$ cat config.mk
export PLATFORM = sky130hd
export DESIGN_NAME = ahb_master_arbiter
export DESIGN_NICKNAME = d
export VERILOG_FILES = /design/src/rtl/ahb_arb_pkg.sv /design/src/rtl/rr_arbiter_core.sv /design/src/rtl/ahb_master_arbiter.sv
export SDC_FILE = /design/constraint.sdc
export NUM_CORES = 1
export LEC_CHECK = 0
export CAP_MARGIN = 20
export CORE_AREA = 2 2 85 87
export DETAILED_ROUTE_END_ITERATION = 8
export DIE_AREA = 0 0 87 89
export PLACE_DENSITY = 0.69
export SETUP_SLACK_MARGIN = 0.1
export SYNTH_ARGS = -nofsm -noshare
export SYNTH_HDL_FRONTEND = slang
export SYNTH_SLANG_ARGS = --single-unit
export TNS_END_PERCENT = 100
$ cat constraint.sdc
create_clock -name HCLK -period 2.5 [get_ports HCLK]
set_clock_uncertainty 0.15 [all_clocks]
set_input_delay 0.25 -clock HCLK [delete_from_list [all_inputs] [get_ports HCLK]]
set_output_delay 0.25 -clock HCLK [all_outputs]
set_load 0.01 [all_outputs]
$ cat src/rtl/ahb_arb_pkg.sv
// Shared types, HTRANS encodings and the round-robin pick function for the
// AHB-Lite master arbiter.
package ahb_arb_pkg;

  localparam logic [1:0] HTRANS_IDLE   = 2'b00;
  localparam logic [1:0] HTRANS_BUSY   = 2'b01;
  localparam logic [1:0] HTRANS_NONSEQ = 2'b10;
  localparam logic [1:0] HTRANS_SEQ    = 2'b11;

  localparam int MAX_MASTERS = 8;
  localparam int PICK_W      = $clog2(MAX_MASTERS);

  typedef enum logic {
    PARK,
    OWN
  } arb_state_t;

  typedef struct packed {
    logic              found;
    logic [PICK_W-1:0] idx;
  } rr_pick_t;

  // Scan ptr+1, ptr+2, ... modulo n; the master at ptr is examined last.
  function automatic rr_pick_t rr_pick(input logic [MAX_MASTERS-1:0] req,
                                       input logic [PICK_W-1:0]      ptr,
                                       input int unsigned            n);
    rr_pick_t    r;
    int unsigned idx;
    r.found = 1'b0;
    r.idx   = '0;
    for (int unsigned k = 1; k <= MAX_MASTERS; k++) begin
      idx = 32'(ptr) + k;
      if (idx >= n) idx = idx - n;
      if (k <= n && !r.found && req[idx]) begin
        r.found = 1'b1;
        r.idx   = PICK_W'(idx);
      end
    end
    return r;
  endfunction

endpackage

$ cat src/rtl/rr_arbiter_core.sv
// Purely combinational round-robin winner selection from a request vector
// and the last-winner pointer.
module rr_arbiter_core
  import ahb_arb_pkg::*;
#(
  parameter  int NUM_MASTERS = 2,
  localparam int MW          = $clog2(NUM_MASTERS)
) (
  input  logic [NUM_MASTERS-1:0] req_i,
  input  logic [MW-1:0]          ptr_i,
  output logic [MW-1:0]          winner_o,
  output logic                   found_o
);

  logic [MAX_MASTERS-1:0] req_ext;
  rr_pick_t               pick;
  logic                   unused_pick;

  always_comb begin
    // NOTE: every always_comb output gets a default first so no latch is inferred.
    req_ext                   = '0;
    req_ext[NUM_MASTERS-1:0]  = req_i;
    pick                      = rr_pick(req_ext, PICK_W'(ptr_i), NUM_MASTERS);
    winner_o                  = MW'(pick.idx);
    found_o                   = pick.found;
  end

  // Index bits above MW are always zero for small configurations.
  assign unused_pick = ^pick;

endmodule

$ cat src/rtl/ahb_master_arbiter.sv
// Round-robin AHB-Lite arbiter/multiplexer sharing one slave path between
// NUM_MASTERS masters. Optional bus locking is enabled with `define ARB_LOCK_EN.
module ahb_master_arbiter
  import ahb_arb_pkg::*;
#(
  parameter  int NUM_MASTERS = 2,
  parameter  int ADDR_WIDTH  = 32,
  parameter  int DATA_WIDTH  = 32,
  localparam int MW          = $clog2(NUM_MASTERS)
) (
  input  logic                              HCLK,
  input  logic                              HRESET,
  input  logic [NUM_MASTERS-1:0]            HBUSREQ,
  output logic [NUM_MASTERS-1:0]            HGRANT,
  input  logic [NUM_MASTERS*ADDR_WIDTH-1:0] HADDR_M,
  input  logic [NUM_MASTERS*2-1:0]          HTRANS_M,
  input  logic [NUM_MASTERS-1:0]            HWRITE_M,
  input  logic [NUM_MASTERS*3-1:0]          HSIZE_M,
  input  logic [NUM_MASTERS*DATA_WIDTH-1:0] HWDATA_M,
  input  logic [NUM_MASTERS-1:0]            HMASTLOCK_M,
  output logic [ADDR_WIDTH-1:0]             HADDR,
  output logic [1:0]                        HTRANS,
  output logic                              HWRITE,
  output logic [2:0]                        HSIZE,
  output logic [DATA_WIDTH-1:0]             HWDATA,
  input  logic                              HREADY,
`ifdef ARB_LOCK_EN
  output logic                              HMASTLOCK,
`endif
  output logic [MW-1:0]                     HMASTER,
  output logic [MW-1:0]                     HMASTER_D
);

  arb_state_t             state_q;
  logic [NUM_MASTERS-1:0] grant_q;
  logic [MW-1:0]          master_q;
  logic [MW-1:0]          master_dp_q;
  logic [MW-1:0]          rr_ptr_q;
  logic                   dphase_valid_q;

  logic [MW-1:0]          winner;
  logic                   found;
  logic                   at_rp;
  logic                   hold_grant;

  assign HGRANT    = grant_q;
  assign HMASTER   = master_q;
  assign HMASTER_D = master_dp_q;

  assign HADDR  = HADDR_M[master_q*ADDR_WIDTH +: ADDR_WIDTH];
  assign HTRANS = HTRANS_M[master_q*2 +: 2];
  assign HWRITE = HWRITE_M[master_q];
  assign HSIZE  = HSIZE_M[master_q*3 +: 3];
  assign HWDATA = HWDATA_M[master_dp_q*DATA_WIDTH +: DATA_WIDTH];

  // Only an accepted transfer that does not continue a burst may hand over.
  assign at_rp = HREADY && (HTRANS != HTRANS_SEQ) && (HTRANS != HTRANS_BUSY);

  rr_arbiter_core #(
    .NUM_MASTERS(NUM_MASTERS)
  ) u_core (
    .req_i   (HBUSREQ),
    .ptr_i   (rr_ptr_q),
    .winner_o(winner),
    .found_o (found)
  );

`ifdef ARB_LOCK_EN
  logic locked_q;
  logic locked_d;

  assign HMASTLOCK = HMASTLOCK_M[master_q];

  // Unlocking still keeps the grant for the transfer that carried the unlock.
  always_comb begin
    hold_grant = 1'b0;
    locked_d   = locked_q;
    if (at_rp) begin
      if (HMASTLOCK && HTRANS[1]) begin
        hold_grant = 1'b1;
        locked_d   = 1'b1;
      end else if (locked_q) begin
        hold_grant = 1'b1;
        locked_d   = 1'b0;
      end
    end
  end

  always_ff @(posedge HCLK) begin
    if (HRESET) locked_q <= 1'b0;
    else        locked_q <= locked_d;
  end
`else
  logic unused_lock;
  assign hold_grant  = 1'b0;
  assign unused_lock = ^HMASTLOCK_M;
`endif

  always_ff @(posedge HCLK) begin
    // NOTE: sequential state uses non-blocking assignments so every register samples pre-edge values.
    if (HRESET) begin
      state_q        <= PARK;
      grant_q        <= NUM_MASTERS'(1);
      master_q       <= '0;
      master_dp_q    <= '0;
      rr_ptr_q       <= '0;
      dphase_valid_q <= 1'b0;
    end else begin
      if (HREADY) begin
        master_dp_q    <= master_q;
        dphase_valid_q <= HTRANS[1];
      end
      if (at_rp && !hold_grant) begin
        if (found) begin
          state_q  <= OWN;
          grant_q  <= NUM_MASTERS'(1) << winner;
          master_q <= winner;
          rr_ptr_q <= winner;
        end else begin
          state_q  <= PARK;
          grant_q  <= NUM_MASTERS'(1);
          master_q <= '0;
        end
      end
    end
  end

  // Arbitration state and data-phase validity are kept for trace visibility only.
  logic unused_trace;
  assign unused_trace = dphase_valid_q ^ (state_q == OWN);

endmodule

==> results.yml <==
status:
  outcome: "completed"
critical_path:
  r2r_slack_ps: 1000
  crit_slowest_cell: "dfxtp_2"
  cp.depth: 3
  crit_required_ps: 2100
  cp_max_fo: 31
  critPathLaunchType: "flop"
  worstSetupEndpointType: "output port"
  path_delay_family: "buffers and inverters"
  crit_buf_inv: 2
  path_class: "reg -> out"
  r2r-end: "HGRANT[0]"
  reg2reg_depth: 3
  cp_slowest_stage_delay_ps: 500
  critical_path.cell_chain: "buf_12 -> mux2_2 -> clkdlybuf4s50_1"
  cp.arrival_ps: 1820
  rr_startpoint: "HGRANT[1]"
power:
  swShare_pct: 24.0
  comb_power_share_pct: 72.6
  switchingPower_uw: 181
  peakVddDrop_v: 0.000107
  p_int_uw: 573
  powerDensity_nw_per_um2: 228
  seqPwrFrac_pct: 9.6
  clockPowerShare_pct: 17.7
  power.leakage_uw: 0.00121
cells_and_area:
  most-common-layout-cells: "clkdlybuf4s50_1, mux2_2, dfxtp_1, clkbuf_8"
  layout_commonest_cell: "clkdlybuf4s50_1"
  fillers: 635
  n_antenna_cell: 0
  post_layout_nonfiller_instances: 392
  nets: 461
  syn2layout_area_growth_pct: 230
  drive_gt1_share_pct: 24.4
detailed_routing:
  routed_via_density: 4.14
  firstDrtPassIters: 4
  wl_um: 5720
  drtIter0Drc: 35
  post_drt_wl_per_cell_um: 14.6
  dr_total_vias: 1623
  ant_nets: 0
  drcViolationCount: 0
logic_synthesis:
  synth-seq-cells: 4
  avgSynthCellArea_um2: 10.3
  syn_inst: 97
  synth.net_count: 244
  synth.distinct_cells: 16
  synth_area_um2: 1000
  yosysWarnings: 0
  synth_top_cell_area_share_pct: 77.7
  yosysSeqAreaShare_pct: 8.01
  synth.area.top_cells: "mux2_2, dfxtp_1, buf_2"
  synth.largest_area_cell: "mux2_2"
floorplanning:
  die_w_um: 87
  die_area_um2: 7740
  ios: 221
  fp.dieH_um: 89
  initial_utilization_pct: 14.9
  core_um2: 6720
  rows: 30
cts:
  cts_resized: 0
  htree_levels: 1
  clk_latency_ps: 210
  clk_path_buf_depth: 2
  cts.clk_slew.worst_paths_ps: 30
  postCtsHoldBufs: 0
  cts.sinks: 4
  numCtsBuffers: 3
  cts_tree: "yes"
  clock-root-buffer: "clkbuf_8"
  postCtsSetupBuffers: 0
sta:
  fmax_mhz: 450
  whs_ps: 380
  period_needed_ps: 2220
  finalSetupTns_ps: 0
  report.final.slew_viol_count: 0
  slew_headroom_pct: 77.6
  hold_violations: 0
  grt_setup_unrepaired: "false"
  setup_viol: 0
  post-route-period-util_pct: 88.8
  tightest_slew_ps: 327
worst_hold_path:
  holdPathEnd: "HGRANT[0]"
  min_path_cells: 2
  min_path_type: "reg -> reg"
  min_from: "HGRANT[0]"
job:
  maxCapViolations: 0
grt:
  grt_start_max_net_pins: 32
  grt_pass1_wl_um: 7980
  antenna_found_initial: 0
  grt_overflow: 0
  grt_pass1_vias: 1716
  grt.total_usage_pct: 13.1
placed_design:
  gp_congestion: 0.732
  port_buffers: 218
  dp_hpwl_um: 4930
  dp_cells: 389
power groups by stage:
stage          combinational, µW  sequential, µW  clock [µW]
5_1_grt                      580            73.1         146
3_3_place_gp                 545            73.5           0
3_5_place_dp                 549            73.5           0
2_1_floorplan                158            71.3           0
6_report                     547            72.4         134
4_1_cts                      553            72.6         141
Yosys cell counts:
cell and n:
a31oi_1 1, buf_4 2, mux2_2 69, o21ai_0 1
a21oi_1 1, mux2i_1 2, buf_6 1, dfxtp_1 4
a21o_1 2, nand4_1 1, nor2_1 2, nor3_1 1
buf_2 6, nand3_1 1, nand2_1 1, inv_1 2
per-stage QoR:
| stage | area (µm²) | setup slack [ps] | power (µW) | util, % |
|---|---|---|---|---|
| after floorplan | 1000 | 965 | 229 | - |
| after global placement | 3260 | 477 | 618 | 48.5 |
| after detailed placement | 3260 | 474 | 622 | 48.5 |
| after CTS | 3300 | 239 | 766 | 49.2 |
| after global routing | 3300 | 200 | 800 | 49.2 |
| final | 3300 | 279 | 753 | 49.2 |
routing by layer:
| metal | global-route usage [%] | vias up | routed length, µm |
|---|---|---|---|
| li1 | - | 792 | - |
| met1 | 13.6 | 714 | 1960 |
| met2 | 24.1 | 111 | 2990 |
| met3 | 5.91 | 6 | 719 |
| met4 | 2.84 | 0 | 54 |
| met5 | 0 | - | 0 |
worst max-delay path by stage:
stage | start | to | slack (ps)
after floorplan | HGRANT[1] | HADDR[14] | 970
after global placement | HGRANT[1] | HADDR[25] | 480
after detailed placement | HGRANT[1] | HADDR[25] | 470
after CTS | HGRANT[1] | HADDR[25] | 240
after global routing | HGRANT[1] | HADDR[8] | 200
final | HGRANT[1] | HWRITE | 280
worst min-delay path: stages, from the launching register on:
cell and delay, ps:
dfxtp_1 310, a21o_1 80, a21o_1 100
logic make-up (layout without fill, tap and decap cells):
kind of cell	after synthesis	in the layout	share of synthesized area, %
AND/OR/NAND/NOR	6	6	2.75
multiplexers	71	71	79.7
AO/OA/AOI/OAI	5	5	3.13
flip-flops	4	4	8.01
buffers and inverters	11	226	6.38
final cells by class:
class / instances / area [µm²] / area share, %
clock buffer: 3 / 41.3 / 1.25
inverter: 2 / 7.51 / 0.227
multi-input combinational: 82 / 856 / 25.9
sequential: 4 / 81.3 / 2.46
tap: 80 / 100 / 3.03
timing repair buffer: 221 / 2220 / 67.1
registers in the layout, indices dropped and copies added (netlist names):
signal / cells
HMASTER_D: 1
rr_ptr_q: 1
HGRANT: 2
(Power assumes the default switching activity.)
